File: src/rtl/vu_rnum_seq.sv
// Register-number decode and write-enable sequencer for one vector-unit slice.
// Drives one-hot true/complement store, load and VD rails and runs the transpose-load burst.
module vu_rnum_seq #(
  parameter int NREG   = 32,
  parameter int NSLICE = 8,
  parameter int NBWE   = 2,
  parameter int AW     = $clog2(NREG),
  parameter int SW     = $clog2(NSLICE)
) (
  input  logic                 clk,
  input  logic                 reset_l,
  input  logic [SW-1:0]        slice,
  input  logic [AW-1:0]        st_rnum,
  input  logic [AW-1:0]        xp_rnum,
  input  logic                 xpose,
  input  logic                 ld_valid,
  output logic                 ld_ready,
  input  logic [AW-1:0]        ld_rnum,
  input  logic [NBWE-1:0]      ld_bwe,
  input  logic                 ld_burst,
  input  logic [AW-1:0]        vd,
  input  logic                 wbv_wr_en,
  input  logic                 wb_div_type,
  input  logic [SW-1:0]        wb_div_elem,
  output logic [NREG-1:0]      rf_st_t,
  output logic [NREG-1:0]      rf_st_f,
  output logic [NBWE*NREG-1:0] rf_ld_t,
  output logic [NBWE*NREG-1:0] rf_ld_f,
  output logic [NREG-1:0]      rf_vd_t,
  output logic [NREG-1:0]      rf_vd_f,
  output logic                 busy,
  output logic                 wr_conflict
);

  typedef enum logic {IDLE, BURST} state_t;

  state_t              state, state_next;
  logic [SW-1:0]       beat, beat_next, beat_inc;
  logic [AW-1:0]       lat_rnum;
  logic [NBWE-1:0]     lat_bwe;

  logic [AW-1:0]       st_addr;
  logic [AW-1:0]       ld_addr;
  logic [NBWE-1:0]     bwe_sel;
  logic                ld_fire;
  logic [NREG-1:0]     ld_onehot;
  logic [NBWE*NREG-1:0] ld_next;
  logic [NREG-1:0]     ld_any;
  logic [NREG-1:0]     vd_next;
  logic                write_this;
  logic                conflict_next;

  // Low SW bits rotate by slice (+beat) modulo NSLICE; upper bits pass through.
  function automatic logic [AW-1:0] xpose_addr(input logic [AW-1:0] base,
                                               input logic [SW-1:0] sl,
                                               input logic [SW-1:0] bt);
    logic [AW-1:0] r;
    r = base;
    r[SW-1:0] = base[SW-1:0] + sl + bt;
    return r;
  endfunction

  function automatic logic [NREG-1:0] onehot(input logic [AW-1:0] a);
    logic [NREG-1:0] r;
    r = '0;
    r[a] = 1'b1;
    return r;
  endfunction

  always_comb begin
    st_addr = xpose ? xpose_addr(xp_rnum, slice, '0) : st_rnum;
    rf_st_t = onehot(st_addr);
    rf_st_f = ~rf_st_t;
  end

  assign ld_ready = (state == IDLE);
  assign busy     = (state == BURST);
  assign beat_inc = beat + SW'(1);

  // Beat 0 is registered on the accept edge, so the BURST state issues beats 1..NSLICE-1
  // and its final cycle (beat NSLICE-1 on the rails) issues nothing.
  always_comb begin
    state_next = state;
    beat_next  = beat;
    ld_addr    = '0;
    bwe_sel    = '0;
    ld_fire    = 1'b0;
    case (state)
      IDLE: begin
        if (ld_valid) begin
          ld_fire = 1'b1;
          bwe_sel = ld_bwe;
          if (ld_burst) begin
            state_next = BURST;
            beat_next  = '0;
            ld_addr    = xpose_addr(ld_rnum, slice, '0);
          end else begin
            ld_addr = xpose ? xpose_addr(ld_rnum, slice, '0) : ld_rnum;
          end
        end
      end
      BURST: begin
        if (beat == SW'(NSLICE - 1)) begin
          state_next = IDLE;
          beat_next  = '0;
        end else begin
          beat_next = beat_inc;
          ld_fire   = 1'b1;
          bwe_sel   = lat_bwe;
          ld_addr   = xpose_addr(lat_rnum, slice, beat_inc);
        end
      end
      default: state_next = IDLE;
    endcase
  end

  always_comb begin
    ld_onehot = onehot(ld_addr);
    ld_next   = '0;
    ld_any    = '0;
    for (int unsigned l = 0; l < NBWE; l++) begin
      ld_next[l*NREG +: NREG] = (ld_fire && bwe_sel[l]) ? ld_onehot : '0;
      ld_any = ld_any | ld_next[l*NREG +: NREG];
    end
    write_this    = wbv_wr_en && (!wb_div_type || (wb_div_elem == slice));
    vd_next       = write_this ? onehot(vd) : '0;
    conflict_next = |(ld_any & vd_next);
  end

  always_ff @(posedge clk or negedge reset_l) begin
    if (!reset_l) begin
      state       <= IDLE;
      beat        <= '0;
      lat_rnum    <= '0;
      lat_bwe     <= '0;
      rf_ld_t     <= '0;
      rf_vd_t     <= '0;
      wr_conflict <= 1'b0;
    end else begin
      state       <= state_next;
      beat        <= beat_next;
      rf_ld_t     <= ld_next;
      rf_vd_t     <= vd_next;
      wr_conflict <= conflict_next;
      if (state == IDLE && ld_valid && ld_burst) begin
        lat_rnum <= ld_rnum;
        lat_bwe  <= ld_bwe;
      end
    end
  end

  assign rf_ld_f = ~rf_ld_t;
  assign rf_vd_f = ~rf_vd_t;

endmodule

File: config.mk
export PLATFORM = sky130hd
export DESIGN_NAME = vu_rnum_seq
export DESIGN_NICKNAME = d
export VERILOG_FILES = /design/src/rtl/vu_rnum_seq.sv
export SDC_FILE = /design/constraint.sdc
export NUM_CORES = 1
export LEC_CHECK = 0
export CAP_MARGIN = 20
export CORE_AREA = 2 2 114 116
export CTS_CLUSTER_SIZE = 14
export DETAILED_ROUTE_END_ITERATION = 10
export DIE_AREA = 0 0 116 118
export GPL_TIMING_DRIVEN = 1
export PLACE_DENSITY = 0.85
export SLEW_MARGIN = 20
export SYNTH_ARGS = -nofsm -noshare
export SYNTH_HDL_FRONTEND = slang
export SYNTH_SLANG_ARGS = --single-unit
File: constraint.sdc
create_clock -name clk -period 7.1 [get_ports clk]
set_clock_uncertainty 0.2 [all_clocks]
set_input_delay 1.065 -clock clk [delete_from_list [all_inputs] [get_ports clk]]
set_output_delay 1.065 -clock clk [all_outputs]
set_load 0.005 [all_outputs]
# Word level (Yosys, flattened, before mapping)
# Cells that the tools add are included.
classes:
  n_addsub: 5
  magnitude_cmp: 6
  eq_ne: 4
  mux: 28
  n_bitwise: 6
  n_reduce_logical: 12
ops:
  columns: ["op", "n"]
  rows:
  - ["two-way mux 32 bit", 3]
  - ["NOT 32 bit", 2]
  - ["NOT 64 bit", 1]
  - ["AND 32 bit", 1]
  - ["bitwise OR 32 bit", 1]
  - ["OR reduction 32 bit", 1]
  - ["< comparator 5 x 6 -> 1 bit (second input constant)", 3]
  - ["demux 1 bit (select 5 bit)", 3]
  - ["greater-or-equal comparator 5 x 1 -> 1 bit (second input constant)", 3]
  - ["two-way mux 3 bit", 5]
  - ["two-way mux 5 bit", 3]
  - ["adder 3 bit", 4]
  - ["case mux 5 bit (2 select lines)", 1]
  - ["logical AND 1 bit", 8]
  - ["two-way mux 1 bit", 7]
  - ["case mux 3 bit (2 select lines)", 1]
  - ["two-way mux 2 bit", 2]
  - ["case mux 1 bit (2 select lines)", 2]
  - ["case mux 2 bit (2 select lines)", 1]
  - ["adder 3 x 1 -> 3 bit (second input constant)", 1]
  - ["== test 3 bit", 1]
  - ["== test 3 bit (second input constant)", 1]
  - ["inequality test 2 x 1 -> 1 bit (second input constant)", 1]
  - ["inequality test 2 bit (second input constant)", 1]
  - ["4 further kinds", 4]
totals:
  ff_bits: 108
  in_bits: 35
  output_inout_bits: 259

# Logic depth before layout (Yosys ltp)
# Gate-level depths: netlist (run 1).
depth:
  word_depth: 13
  mapped_depth: 12

# Worst setup path before layout (run 1)
# Ideal clock, no wire load.
synth_path:
  path_type: "input to output"
  from: "input slice[0]"
  to: "output rf_st_t[0]"
  arrival_ns: 2.584
  t_required_ns: 5.835
  setup_slack_ns: 3.251
  stages: 8
  n_path_buf: 0
  cell_sequence: "ha_1 fa_1 xnor2_1 xnor2_1 mux2_2 nor2_1 nand2_1 inv_1"
synth_between:
  elab_chain_cells: 6
synth_rtl:
  columns: ["element", "line", "text"]
  rows:
  - ["from (decl)", "12", "input logic [SW-1:0] slice,"]
  - ["adder 3 bit (*)", "59", "r[SW-1:0] = base[SW-1:0] + sl + bt;"]
  - ["two-way mux 5 bit (*)", "71", "st_addr = xpose ? xpose_addr(xp_rnum, slice, '0) : st_rnum;"]
  - ["< comparator 5 x 6 -> 1 bit (not written as such) / greater-or-equal comparator 5 x 1 -> 1 bit (equally long branches)", "66", "r[a] = 1'b1;"]
  - ["logical AND 1 bit (not written as such)", "66", null]
  - ["two-way mux 1 bit (not written as such)", "66", null]
  - ["demux 1 bit (select 5 bit) (*)", "66", null]
  - ["to (decl)", "25", "output logic [NREG-1:0] rf_st_t,"]
# Mark *: on every way between the ends. The rest lies on a longest branch, timed or not.

# Final worst setup path (run 1)
layout_path:
  from: "input slice[0]"
  to: "output rf_st_t[16]"
# Same word-level chain as after synthesis.

==> metrics.txt, run 1 <==
# TYPE chip_impl_metric gauge
chip_impl_info{name="outcome",value="finished clean"} 1
chip_impl_metric{name="synth-async-reset-ratio",unit=""} 1.00
chip_impl_info{name="critical_path.startpoint_type",value="primary input"} 1
chip_impl_metric{name="power_report.internal_total",unit="mW"} 1.46
chip_impl_metric{name="drt-wirelength-per-cell",unit="um"} 16.4
chip_impl_metric{name="synth_edf_count",unit=""} 0
chip_impl_metric{name="via_per_inst",unit=""} 4.77
chip_impl_metric{name="globalRouteOverflowTotal",unit=""} 0
chip_impl_metric{name="detailedRoute.firstPassIterationCount",unit=""} 6
chip_impl_metric{name="grt_pass1_wl",unit="um"} 26000
chip_impl_metric{name="setup_slack",unit="ns"} 2.05
chip_impl_metric{name="grt_usage",unit=""} 0.246
chip_impl_metric{name="wire_length_after_detailed_routing",unit="um"} 17000
chip_impl_metric{name="power_leakage",unit="nW"} 3.75
chip_impl_metric{name="die_h",unit="um"} 118
chip_impl_metric{name="fp.coreArea",unit="mm^2"} 0.0124
chip_impl_metric{name="syn_inst",unit=""} 566
chip_impl_metric{name="postPlaceCellArea",unit="mm^2"} 0.00812
chip_impl_metric{name="clock_tree.htree_level_count",unit=""} 3
chip_impl_metric{name="final_max_slew_viol_count",unit=""} 0
chip_impl_metric{name="number_of_cells_upsized_or_downsized_after_cts",unit=""} 0
chip_impl_info{name="crit_family",value="buffers and inverters"} 1
chip_impl_metric{name="timing.final.crit_share",unit=""} 0.712
chip_impl_metric{name="comb_power_share",unit=""} 0.478
chip_impl_info{name="synthTopCellsByCount",value="135 x sky130_fd_sc_hd__inv_1, 126 x sky130_fd_sc_hd__nor2_1, 108 x sky130_fd_sc_hd__dfrtp_1"} 1
chip_impl_metric{name="final_design_area_no_fill",unit="mm^2"} 0.00845
chip_impl_metric{name="cts_hold_buffers",unit=""} 0
chip_impl_info{name="clock_tree_from_tritoncts",value="yes"} 1
chip_impl_metric{name="data_arrival_time_of_the_worst_path",unit="ns"} 3.79
chip_impl_metric{name="initial_antenna_violation_count",unit=""} 0
chip_impl_metric{name="synthDominantCellAreaShare",unit=""} 0.539
chip_impl_info{name="rsz0062_at_grt",value="no"} 1
chip_impl_metric{name="tritoncts.num_buffers",unit=""} 9
chip_impl_metric{name="clock_latency",unit="ns"} 0.35
chip_impl_metric{name="drtIter0Drc",unit=""} 284
chip_impl_metric{name="number_of_global_route_vias_before_repair",unit=""} 4927
chip_impl_metric{name="multi_input_area",unit="mm^2"} 0.00175
chip_impl_metric{name="die-area",unit="mm^2"} 0.0137
chip_impl_metric{name="tns",unit="ns"} 0
chip_impl_metric{name="post_cts_setup_buffer_count",unit=""} 0
chip_impl_metric{name="yosysUniqueCellTypes",unit=""} 53
chip_impl_metric{name="synth.yosys.warnings",unit=""} 0
chip_impl_metric{name="hpwlAfterDp",unit="um"} 13200
chip_impl_metric{name="relSlewSlack",unit=""} 0.284
chip_impl_metric{name="clk_path_buf_depth",unit=""} 2
chip_impl_metric{name="num_io_pins",unit=""} 294
chip_impl_info{name="critPathCaptureType",value="output port"} 1
chip_impl_info{name="most_common_cell_in_the_netlist",value="sky130_fd_sc_hd__inv_1"} 1
chip_impl_metric{name="max-vdd-ir-drop",unit="uV"} 172
chip_impl_metric{name="maximum_number_of_pins_on_one_net_before_global_route_repair",unit=""} 82
chip_impl_info{name="synthFlopType",value="sky130_fd_sc_hd__dfrtp_1"} 1
chip_impl_metric{name="post-route-min-period",unit="ns"} 5.05
chip_impl_metric{name="starting_density",unit=""} 0.404
chip_impl_metric{name="crit_path_buffers_inverters",unit=""} 3
chip_impl_metric{name="place_ws",unit="ns"} 2.00
chip_impl_metric{name="num_vias",unit=""} 4951
chip_impl_metric{name="netSwitchingPower",unit="uW"} 977
chip_impl_info{name="crit_chain",value="clkdlybuf4s50_1, ha_1, fa_1, xnor2_1, xnor2_1, mux2_2, nor2_1, nand2_1, inv_1, clkdlybuf4s50_1"} 1
chip_impl_info{name="timing.critical_path.slowest_stage_cell",value="sky130_fd_sc_hd__clkdlybuf4s50_1"} 1
chip_impl_metric{name="yosys_register_bits",unit=""} 108
chip_impl_info{name="synth_top_cell_by_area",value="sky130_fd_sc_hd__dfrtp_1"} 1
chip_impl_metric{name="sinks_on_the_clock_net",unit=""} 108
chip_impl_metric{name="maxCapViolCount",unit=""} 0
chip_impl_info{name="clockRootBuffer",value="sky130_fd_sc_hd__clkbuf_16"} 1
chip_impl_metric{name="setup_viol",unit=""} 0
chip_impl_metric{name="max_stage_delay",unit="ns"} 0.50
chip_impl_metric{name="post_route_cells_drive_above_1_share",unit=""} 0.0358
chip_impl_metric{name="p_sw_frac",unit=""} 0.401
chip_impl_metric{name="worst_slew_pin_slew",unit="ns"} 1.07
chip_impl_metric{name="drcViolationCount",unit=""} 0
chip_impl_metric{name="fillCellCount",unit=""} 969
chip_impl_metric{name="clock_power_share",unit=""} 0.209
chip_impl_metric{name="register_area",unit="mm^2"} 0.00270
chip_impl_metric{name="place.gp.congestion",unit=""} 0.900
chip_impl_metric{name="final_nets",unit=""} 905
chip_impl_metric{name="port_buffers",unit=""} 293
chip_impl_metric{name="core.rowCount",unit=""} 41
chip_impl_metric{name="crit_required",unit="ns"} 5.83
chip_impl_info{name="timing.setup.critical_path_class",value="primary input to output port"} 1
chip_impl_metric{name="finalHoldWorstSlack",unit="ns"} 0.308
chip_impl_metric{name="horizontal_die_dimension",unit="um"} 116
chip_impl_info{name="holdCritPathClass",value="register to register"} 1
chip_impl_metric{name="seq_power_share",unit=""} 0.314
chip_impl_metric{name="timing.final.hold_violations",unit=""} 0
chip_impl_metric{name="synthesis.area",unit="mm^2"} 0.00501
chip_impl_metric{name="post_layout_util",unit=""} 0.681
chip_impl_metric{name="antenna-diode-count",unit=""} 0
chip_impl_metric{name="crit_path_max_fanout",unit=""} 4
chip_impl_metric{name="clkSlewWorstSetupHoldPaths",unit="ns"} 0.07
chip_impl_metric{name="postSynthAreaPerCell",unit="um^2"} 8.86
chip_impl_info{name="netlist_top_cells_area",value="sky130_fd_sc_hd__dfrtp_1 54%, sky130_fd_sc_hd__inv_1 10%, sky130_fd_sc_hd__nor2_1 9.4%"} 1
chip_impl_metric{name="timing_limited_maximum_frequency",unit="MHz"} 198
chip_impl_metric{name="route.antenna.remaining_nets",unit=""} 0
chip_impl_metric{name="cellPowerDensity",unit="mW/mm^2"} 289
chip_impl_metric{name="synth.net_count",unit=""} 610
chip_impl_metric{name="flow.area_growth_from_synthesis",unit="%"} 68.6
chip_impl_metric{name="yosysSeqAreaShare",unit=""} 0.539
[area by class of cell]
cell class,instances,area share
inverter,135,0.0600
clock inverter,4,0.00681
multi-input combinational,311,0.207
clock buffer,12,0.0292
tap,172,0.0255
sequential,108,0.320
timing repair buffer,296,0.352
[state kept, by name, indices dropped and copies added (netlist names)]
name and count:
beat 3, rf_ld_t 64, busy 1, wr_conflict 1, lat_rnum 5, rf_vd_t 32, lat_bwe 2
[metal layers]
layer,GRT usage,part of all wire
met3,0.0525,0.081
met1,0.275,0.36
met4,0.0751,0.016
met2,0.459,0.54
met5,0,0
[through the flow]
step	total power, mW	std cells
3_3_place_gp	1.91	1021
2_1_floorplan	1.42	566
4_1_cts	2.45	1037
6_report	2.44	1038
5_1_grt	2.60	1038
3_5_place_dp	1.94	1021
[cell usage in the layout, fill, tap and decap left out, types with 5 or more instances in the layout]
cell and instances:
sky130_fd_sc_hd__xnor2_1 5, sky130_fd_sc_hd__ha_1 5, sky130_fd_sc_hd__nand2b_1 8, sky130_fd_sc_hd__inv_1 135, sky130_fd_sc_hd__nor2_1 126, sky130_fd_sc_hd__nand3b_1 5, sky130_fd_sc_hd__nor2b_1 9, sky130_fd_sc_hd__o21ai_0 5
sky130_fd_sc_hd__mux2i_1 5, sky130_fd_sc_hd__nand2_1 62, sky130_fd_sc_hd__clkbuf_16 9, sky130_fd_sc_hd__nand3_1 9, sky130_fd_sc_hd__mux2_2 7, sky130_fd_sc_hd__dfrtp_1 108, sky130_fd_sc_hd__clkdlybuf4s50_1 292
[power groups by stage]
stage / Combinational (mW) / Clock, mW / Sequential [mW]
5_1_grt: 1.28 / 0.542 / 0.776
4_1_cts: 1.17 / 0.518 / 0.766
2_1_floorplan: 0.658 / 0 / 0.762
3_5_place_dp: 1.16 / 0 / 0.777
6_report: 1.17 / 0.508 / 0.765
3_3_place_gp: 1.14 / 0 / 0.773
[cells by family after synthesis]
logic type / after synthesis / share of synthesized area
DFF: 108 / 0.539
muxes: 12 / 0.0257
AOI/OAI and AO/OA: 38 / 0.0596
buffers and inverters: 147 / 0.112
adders and majority gates: 9 / 0.0285
and+or+nand+nor: 241 / 0.210
xor gates and xnor gates: 11 / 0.0257
[worst register-to-register path, stage by stage (launching register included)]
cell and delay (ns):
sky130_fd_sc_hd__dfrtp_1 0.44, sky130_fd_sc_hd__ha_1 0.35, sky130_fd_sc_hd__fa_1 0.44, sky130_fd_sc_hd__ha_1 0.27, sky130_fd_sc_hd__xor2_4 0.17, sky130_fd_sc_hd__xnor2_1 0.21, sky130_fd_sc_hd__nand2_1 0.24, sky130_fd_sc_hd__a2111oi_0 0.56
sky130_fd_sc_hd__o2111ai_1 0.19, sky130_fd_sc_hd__nand4_1 0.14, sky130_fd_sc_hd__a211o_1 0.11
[final timing paths]
kind                              from           to  slack (ns)  cells after the start
setup / recovery              slice[0]  rf_st_t[16]        2.05                     10
hold / removal             lat_rnum[4]  lat_rnum[4]        0.31                      1
setup reg to reg               beat[0]  wr_conflict        3.73                     10
hold reg to reg            lat_rnum[4]  lat_rnum[4]        0.31                      1
max in group asynchronous      reset_l  rf_ld_t[51]        5.30                      3
min in group asynchronous      reset_l  rf_vd_t[12]        0.44                      1
Power figures use the tool's default switching activity.
==> run 2: changes to the inputs <==
--- a/config.mk
+++ b/config.mk
@@ -6,12 +6,12 @@
 export NUM_CORES = 1
 export LEC_CHECK = 0
 export CAP_MARGIN = 20
-export CORE_AREA = 2 2 114 116
+export CORE_ASPECT_RATIO = 1.2
+export CORE_UTILIZATION = 38
 export CTS_CLUSTER_SIZE = 14
 export DETAILED_ROUTE_END_ITERATION = 10
-export DIE_AREA = 0 0 116 118
 export GPL_TIMING_DRIVEN = 1
-export PLACE_DENSITY = 0.85
+export PLACE_DENSITY = 0.81
 export SLEW_MARGIN = 20
 export SYNTH_ARGS = -nofsm -noshare
 export SYNTH_HDL_FRONTEND = slang
==> constraint.sdc (replaced) <==
create_clock -name clk -period 4.66 [get_ports clk]
set_clock_uncertainty 0.2 [all_clocks]
set_input_delay 0.699 -clock clk [delete_from_list [all_inputs] [get_ports clk]]
set_output_delay 0.699 -clock clk [all_outputs]
set_load 0.005 [all_outputs]
==> run 2 against run 1 <==
Die area is 0.21% lower. Clock power is 52% higher. Total power is 51% higher. Final area hardly changed. Setup slack worse by 1.7 ns. Utilization is 2.0 points lower. Routed wire length is 4.7% lower. Hold slack worse by 0.039 ns. Final cell count is 0.48% lower. Sequential power is 52% higher. Largest cell class unchanged.
==> metrics.txt, run 2 (same netlist as run 1, synthesis figures left out) <==
# TYPE chip_impl_metric gauge
chip_impl_info{name="outcome",value="finished clean"} 1
chip_impl_metric{name="final_design_area_no_fill",unit="mm^2"} 0.00845
chip_impl_metric{name="hpwlAfterDp",unit="um"} 12900
chip_impl_info{name="reg2reg_from",value="beat[0]"} 1
chip_impl_info{name="critPathCapture",value="rf_st_t[26]"} 1
chip_impl_info{name="layout_common_cells",value="292 x sky130_fd_sc_hd__clkdlybuf4s50_1, 135 x sky130_fd_sc_hd__inv_1, 126 x sky130_fd_sc_hd__nor2_1"} 1
chip_impl_metric{name="register_area",unit="mm^2"} 0.00270
chip_impl_info{name="rsz0062_at_grt",value="no"} 1
chip_impl_metric{name="worstRegToRegCells",unit=""} 10
chip_impl_metric{name="fillCellCount",unit=""} 1052
chip_impl_metric{name="max_stage_delay",unit="ns"} 0.51
chip_impl_metric{name="setup_viol",unit=""} 0
chip_impl_metric{name="route.antenna.remaining_nets",unit=""} 0
chip_impl_metric{name="post_route_cells_drive_above_1_share",unit=""} 0.0414
chip_impl_metric{name="wire_length_after_detailed_routing",unit="um"} 16200
chip_impl_metric{name="multi_input_area",unit="mm^2"} 0.00175
chip_impl_metric{name="cellPowerDensity",unit="mW/mm^2"} 435
chip_impl_metric{name="tritoncts.num_buffers",unit=""} 9
chip_impl_metric{name="data_arrival_time_of_the_worst_path",unit="ns"} 3.43
chip_impl_metric{name="number_of_global_route_vias_before_repair",unit=""} 4650
chip_impl_info{name="holdCritPathClass",value="primary input to asynchronous set/reset pin"} 1
chip_impl_metric{name="instances_no_fill",unit=""} 1033
chip_impl_metric{name="starting_density",unit=""} 0.392
chip_impl_metric{name="clk_path_buf_depth",unit=""} 2
chip_impl_metric{name="drtIter0Drc",unit=""} 465
chip_impl_metric{name="r2r_slack",unit="ns"} 1.36
chip_impl_metric{name="crit_path_max_fanout",unit=""} 4
chip_impl_info{name="clockRootBuffer",value="sky130_fd_sc_hd__clkbuf_16"} 1
chip_impl_metric{name="post_cts_setup_buffer_count",unit=""} 0
chip_impl_metric{name="antenna-diode-count",unit=""} 0
chip_impl_info{name="critPathCaptureType",value="output port"} 1
chip_impl_info{name="timing.critical_path.slowest_stage_cell",value="sky130_fd_sc_hd__clkdlybuf4s50_1"} 1
chip_impl_info{name="biggest_regs",value="rf_ld_t: 64 flops, rf_vd_t: 32 flops, lat_rnum: 5 flops"} 1
chip_impl_metric{name="numPlacedInstances",unit=""} 1017
chip_impl_metric{name="sinks_on_the_clock_net",unit=""} 108
chip_impl_metric{name="maximum_number_of_pins_on_one_net_before_global_route_repair",unit=""} 70
chip_impl_metric{name="drcViolationCount",unit=""} 0
chip_impl_metric{name="tns",unit="ns"} 0
chip_impl_info{name="crit_chain",value="clkdlybuf4s50_1, ha_1, fa_1, xnor2_1, xnor2_1, mux2_2, nor2_1, nand2_1, inv_1, clkdlybuf4s50_1"} 1
chip_impl_metric{name="timing_limited_maximum_frequency",unit="MHz"} 231
chip_impl_metric{name="maxCapViolCount",unit=""} 0
chip_impl_metric{name="power_leakage",unit="nW"} 3.75
chip_impl_metric{name="die-area",unit="mm^2"} 0.0137
chip_impl_metric{name="fp.coreArea",unit="mm^2"} 0.0128
chip_impl_metric{name="num_vias",unit=""} 4824
chip_impl_metric{name="flow.area_growth_from_synthesis",unit="%"} 68.5
chip_impl_metric{name="core.rowCount",unit=""} 45
chip_impl_info{name="worst_setup_path_startpoint",value="slice[0]"} 1
chip_impl_metric{name="timing.final.crit_share",unit=""} 0.928
chip_impl_info{name="critical_path.startpoint_type",value="primary input"} 1
chip_impl_metric{name="timing.final.hold_violations",unit=""} 0
chip_impl_metric{name="drt-wirelength-per-cell",unit="um"} 15.7
chip_impl_metric{name="clock_tree.htree_level_count",unit=""} 3
chip_impl_metric{name="worst_slew_pin_slew",unit="ns"} 0.843
chip_impl_metric{name="postPlaceCellArea",unit="mm^2"} 0.00814
chip_impl_metric{name="final_nets",unit=""} 908
chip_impl_info{name="timing.setup.critical_path_class",value="primary input to output port"} 1
chip_impl_metric{name="largest_register_ffs",unit=""} 64
chip_impl_metric{name="final_max_slew_viol_count",unit=""} 0
chip_impl_metric{name="post-route-min-period",unit="ns"} 4.33
chip_impl_info{name="clock_tree_from_tritoncts",value="yes"} 1
chip_impl_metric{name="relSlewSlack",unit=""} 0.438
chip_impl_metric{name="die_h",unit="um"} 128
chip_impl_info{name="reg2reg_to",value="wr_conflict"} 1
chip_impl_metric{name="clock_latency",unit="ns"} 0.34
chip_impl_metric{name="num_io_pins",unit=""} 294
chip_impl_metric{name="horizontal_die_dimension",unit="um"} 107
chip_impl_metric{name="grt_pass1_wl",unit="um"} 24200
chip_impl_metric{name="post_layout_util",unit=""} 0.661
chip_impl_metric{name="clkSlewWorstSetupHoldPaths",unit="ns"} 0.07
chip_impl_metric{name="cts_hold_buffers",unit=""} 0
chip_impl_metric{name="detailedRoute.firstPassIterationCount",unit=""} 5
chip_impl_metric{name="max-vdd-ir-drop",unit="uV"} 341
chip_impl_metric{name="number_of_cells_upsized_or_downsized_after_cts",unit=""} 0
chip_impl_metric{name="via_per_inst",unit=""} 4.67
chip_impl_info{name="registers.top_by_ff_count",value="rf_ld_t"} 1
chip_impl_metric{name="crit_required",unit="ns"} 3.76
chip_impl_metric{name="initial_antenna_violation_count",unit=""} 0
chip_impl_info{name="layout_commonest_cell",value="sky130_fd_sc_hd__clkdlybuf4s50_1"} 1
chip_impl_metric{name="globalRouteOverflowTotal",unit=""} 0
chip_impl_metric{name="place.gp.congestion",unit=""} 0.906
chip_impl_metric{name="grt_usage",unit=""} 0.235
chip_impl_metric{name="port_buffers",unit=""} 293
run 2: cell count changes in the layout (fill, tap and decap cells not counted), sizes merged:
cell      change
buf           +3
clkbuf        -3
clkinvlp      +2
inv           +1
run 2: cell type report:
class                      instances  share of cell area
clock buffer                       9              0.0267
tap                              164              0.0243
timing repair buffer             299               0.352
multi-input combinational        311               0.207
sequential                       108               0.320
clock inverter                     7             0.00992
inverter                         135              0.0600
run 2: metrics by stage:
step	power (mW)	setup slack [ns]	hold slack, ns
after CTS	3.70	0.307	0.290
final	3.68	0.334	0.269
after global routing	3.90	0.177	0.316
after global placement	2.90	0.388	0.288
after detailed placement	2.92	0.313	0.294
after floorplan	2.16	1.52	0.203
run 2: how the worst min path moves through the flow:
stage,from,endpoint,slack [ns],depth (start not counted)
final,reset_l,rf_ld_t[40],0.27,1
after global routing,lat_rnum[0],lat_rnum[0],0.32,1
after CTS,reset_l,rf_ld_t[40],0.29,1
after detailed placement,lat_rnum[0],lat_rnum[0],0.29,1
after global placement,lat_rnum[4],lat_rnum[4],0.29,1
after floorplan,reset_l,beat[0],0.20,0
run 2: power by group:
part           switching [mW]  internal [mW]  total, mW
clock                   0.348          0.425      0.773
sequential             0.0898           1.07       1.16
combinational            1.02          0.721       1.75
run 2: worst max-delay path, delay by kind of cell:
kind          cells  cell delay [ns]
buf+inv           3             1.10
mux               1             0.32
xor+xnor          2             0.29
simple gates      2             0.37
fa+ha+maj         2             0.63
run 2: metal layers:
metal / wire length [um] / global-route usage / part of all wire
met4: 249 / 0.0629 / 0.015
met1: 5770 / 0.236 / 0.36
met2: 9010 / 0.470 / 0.56
met3: 1190 / 0.0585 / 0.073
met5: 0 / 0 / 0
==> run 3: changes to the inputs <==
--- a/config.mk
+++ b/config.mk
@@ -5,8 +5,9 @@
 export SDC_FILE = /design/constraint.sdc
 export NUM_CORES = 1
 export LEC_CHECK = 0
+export ABC_CLOCK_PERIOD_IN_PS = 4660
 export CAP_MARGIN = 20
-export CORE_ASPECT_RATIO = 1.2
+export CORE_ASPECT_RATIO = 0.6
 export CORE_UTILIZATION = 38
 export CTS_CLUSTER_SIZE = 14
 export DETAILED_ROUTE_END_ITERATION = 10
==> run 3 against run 2 <==
Register-to-register slack worse by 0.16 ns. Clock power down 7.4%. Total power up 0.26%. Maximum frequency up 1.0%. Sequential share of layout area up 0.062 points. Flip-flop and latch count unchanged. Critical path depth unchanged. Global-route usage up 0.49 points. Utilization down 0.49 points. Final cell count up 0.48%. Critical path type unchanged. Critical endpoint is now rf_st_t[3].
==> metrics.txt, run 3 (same netlist as run 1, synthesis figures left out) <==
# TYPE chip_impl_metric gauge
chip_impl_metric{name="fp.coreArea",unit="mm^2"} 0.0129
chip_impl_metric{name="post_cts_setup_buffer_count",unit=""} 0
chip_impl_metric{name="gr-usage-met3",unit=""} 0.0492
chip_impl_metric{name="maxCapViolCount",unit=""} 0
chip_impl_metric{name="flow.area_growth_from_synthesis",unit="%"} 68.2
chip_impl_metric{name="largest_register_ffs",unit=""} 64
chip_impl_info{name="clock_tree_from_tritoncts",value="yes"} 1
chip_impl_metric{name="place.gp.congestion",unit=""} 0.927
chip_impl_metric{name="timing.final.hold_violations",unit=""} 0
chip_impl_metric{name="num_vias",unit=""} 4850
chip_impl_info{name="layout_common_cells",value="292 x sky130_fd_sc_hd__clkdlybuf4s50_1, 135 x sky130_fd_sc_hd__inv_1, 126 x sky130_fd_sc_hd__nor2_1"} 1
chip_impl_metric{name="number_of_cells_upsized_or_downsized_after_cts",unit=""} 0
chip_impl_metric{name="data_arrival_time_of_the_worst_path",unit="ns"} 3.38
chip_impl_metric{name="antenna-diode-count",unit=""} 0
chip_impl_metric{name="num_io_pins",unit=""} 294
chip_impl_metric{name="final_max_slew_viol_count",unit=""} 0
chip_impl_metric{name="drcViolationCount",unit=""} 0
chip_impl_metric{name="crit_path_max_fanout",unit=""} 4
chip_impl_metric{name="total_power",unit="mW"} 3.69
chip_impl_metric{name="hpwlAfterDp",unit="um"} 12900
chip_impl_info{name="reg2reg_from",value="beat[0]"} 1
chip_impl_metric{name="max-vdd-ir-drop",unit="uV"} 253
chip_impl_metric{name="final_design_area_no_fill",unit="mm^2"} 0.00843
chip_impl_info{name="crit_family",value="buffers and inverters"} 1
chip_impl_metric{name="clk_path_buf_depth",unit=""} 2
chip_impl_metric{name="sinks_on_the_clock_net",unit=""} 108
chip_impl_metric{name="globalRouteOverflowTotal",unit=""} 0
chip_impl_metric{name="wire_length_after_detailed_routing",unit="um"} 16100
chip_impl_info{name="layout_commonest_cell",value="sky130_fd_sc_hd__clkdlybuf4s50_1"} 1
chip_impl_metric{name="numPlacedInstances",unit=""} 1023
chip_impl_metric{name="tritoncts.num_buffers",unit=""} 9
chip_impl_metric{name="clock_latency",unit="ns"} 0.33
chip_impl_metric{name="detailedRoute.firstPassIterationCount",unit=""} 5
chip_impl_info{name="busiest_layer",value="met2"} 1
chip_impl_metric{name="gr-usage-met2",unit=""} 0.387
chip_impl_metric{name="max_stage_delay",unit="ns"} 0.50
chip_impl_metric{name="final_nets",unit=""} 908
chip_impl_metric{name="grt_usage",unit=""} 0.240
chip_impl_metric{name="die-area",unit="mm^2"} 0.0137
chip_impl_metric{name="crit_path_buffers_inverters",unit=""} 3
chip_impl_metric{name="core.rowCount",unit=""} 32
chip_impl_metric{name="port_buffers",unit=""} 293
chip_impl_metric{name="tns",unit="ns"} 0
chip_impl_metric{name="crit_required",unit="ns"} 3.76
chip_impl_info{name="registers.top_by_ff_count",value="rf_ld_t"} 1
chip_impl_info{name="critical_path.startpoint_type",value="primary input"} 1
chip_impl_metric{name="drtIter0Drc",unit=""} 292
chip_impl_metric{name="finalHoldWorstSlack",unit="ns"} 0.296
chip_impl_metric{name="timing.final.crit_share",unit=""} 0.919
chip_impl_metric{name="post-route-min-period",unit="ns"} 4.28
chip_impl_info{name="outcome",value="finished clean"} 1
chip_impl_metric{name="number_of_global_route_vias_before_repair",unit=""} 4619
chip_impl_metric{name="clkSlewWorstSetupHoldPaths",unit="ns"} 0.07
chip_impl_info{name="timing.setup.critical_path_class",value="primary input to output port"} 1
chip_impl_metric{name="via_per_inst",unit=""} 4.67
chip_impl_info{name="biggest_regs",value="rf_ld_t: 64 flops, rf_vd_t: 32 flops, lat_rnum: 5 flops"} 1
chip_impl_info{name="holdCritPathClass",value="primary input to asynchronous set/reset pin"} 1
chip_impl_metric{name="clock_tree.htree_level_count",unit=""} 3
chip_impl_metric{name="instances_no_fill",unit=""} 1038
chip_impl_metric{name="post_route_cells_drive_above_1_share",unit=""} 0.0403
chip_impl_info{name="worst_setup_path_startpoint",value="slice[0]"} 1
chip_impl_metric{name="setup_viol",unit=""} 0
chip_impl_metric{name="route.antenna.remaining_nets",unit=""} 0
chip_impl_metric{name="die_h",unit="um"} 91.0
chip_impl_metric{name="maximum_number_of_pins_on_one_net_before_global_route_repair",unit=""} 78
chip_impl_metric{name="starting_density",unit=""} 0.390
chip_impl_info{name="rsz0062_at_grt",value="no"} 1
chip_impl_metric{name="drt-wirelength-per-cell",unit="um"} 15.5
chip_impl_metric{name="power_leakage",unit="nW"} 3.75
chip_impl_metric{name="initial_antenna_violation_count",unit=""} 0
chip_impl_metric{name="horizontal_die_dimension",unit="um"} 150
chip_impl_metric{name="cellPowerDensity",unit="mW/mm^2"} 437
chip_impl_info{name="critPathCaptureType",value="output port"} 1
chip_impl_info{name="clockRootBuffer",value="sky130_fd_sc_hd__clkbuf_16"} 1
chip_impl_metric{name="worst_slew_pin_slew",unit="ns"} 0.946
chip_impl_metric{name="relSlewSlack",unit=""} 0.369
chip_impl_info{name="timing.critical_path.slowest_stage_cell",value="sky130_fd_sc_hd__clkdlybuf4s50_1"} 1
chip_impl_info{name="crit_chain",value="clkdlybuf4s50_1, ha_1, fa_1, xnor2_1, xnor2_1, mux2_2, nor2_1, nand2_1, inv_1, clkdlybuf4s50_1"} 1
chip_impl_metric{name="timing_limited_maximum_frequency",unit="MHz"} 234
chip_impl_metric{name="grt_pass1_wl",unit="um"} 24800
chip_impl_metric{name="grt_util_met1",unit=""} 0.331
chip_impl_metric{name="cts_hold_buffers",unit=""} 0
chip_impl_metric{name="postPlaceCellArea",unit="mm^2"} 0.00815
## run 3: changes by cell type in the layout (fill, tap and decap cells not counted)
cell / previous run / this run
sky130_fd_sc_hd__clkinv_4: 1 / 4
sky130_fd_sc_hd__clkinvlp_4: 3 / 0
sky130_fd_sc_hd__bufinv_16: 1 / 0
sky130_fd_sc_hd__clkbuf_8: 0 / 1
sky130_fd_sc_hd__inv_8: 2 / 1
## run 3: cell type report
type / instances / area [um^2]
multi-input combinational: 311 / 1750
fill: 1051 / 4420
clock inverter: 5 / 46.3
tap: 170 / 213
inverter: 135 / 507
clock buffer: 10 / 239
timing repair buffer: 299 / 2980
sequential: 108 / 2700
## run 3: metrics by stage
stage,worst slack (ns),util
floorplan,1.52,-
global placement,0.432,0.634
detailed placement,0.374,0.634
CTS,0.371,0.656
global route,0.208,0.656
finish,0.377,0.656
## run 3: report_power, final
group          switching, mW  total, mW  leakage, nW  internal, mW
Combinational           1.07       1.81         2.13         0.737
Sequential            0.0949       1.16         1.48          1.07
Clock                  0.334      0.716        0.141         0.382
Total                   1.50       3.69         3.75          2.19
## run 3: worst paths after layout
path	endpoint	slack [ns]	cells past startpoint
worst max-delay path	rf_st_t[3]	0.38	10
worst min-delay path	rf_vd_t[15]	0.30	1
worst max register to register	wr_conflict	1.20	10
worst min register to register	lat_rnum[4]	0.31	1
max in group asynchronous	rf_ld_t[47]	2.97	2
min in group clk	lat_rnum[4]	0.31	1
## run 3: routing by layer
metal  up-vias  wire length (um)  part of all wire
met1      2354              7290              0.45
met5         -                 0                 0
li1       2314                 -                 -
met3        11               971             0.060
met2       171              7670              0.48
met4         0               146            0.0091
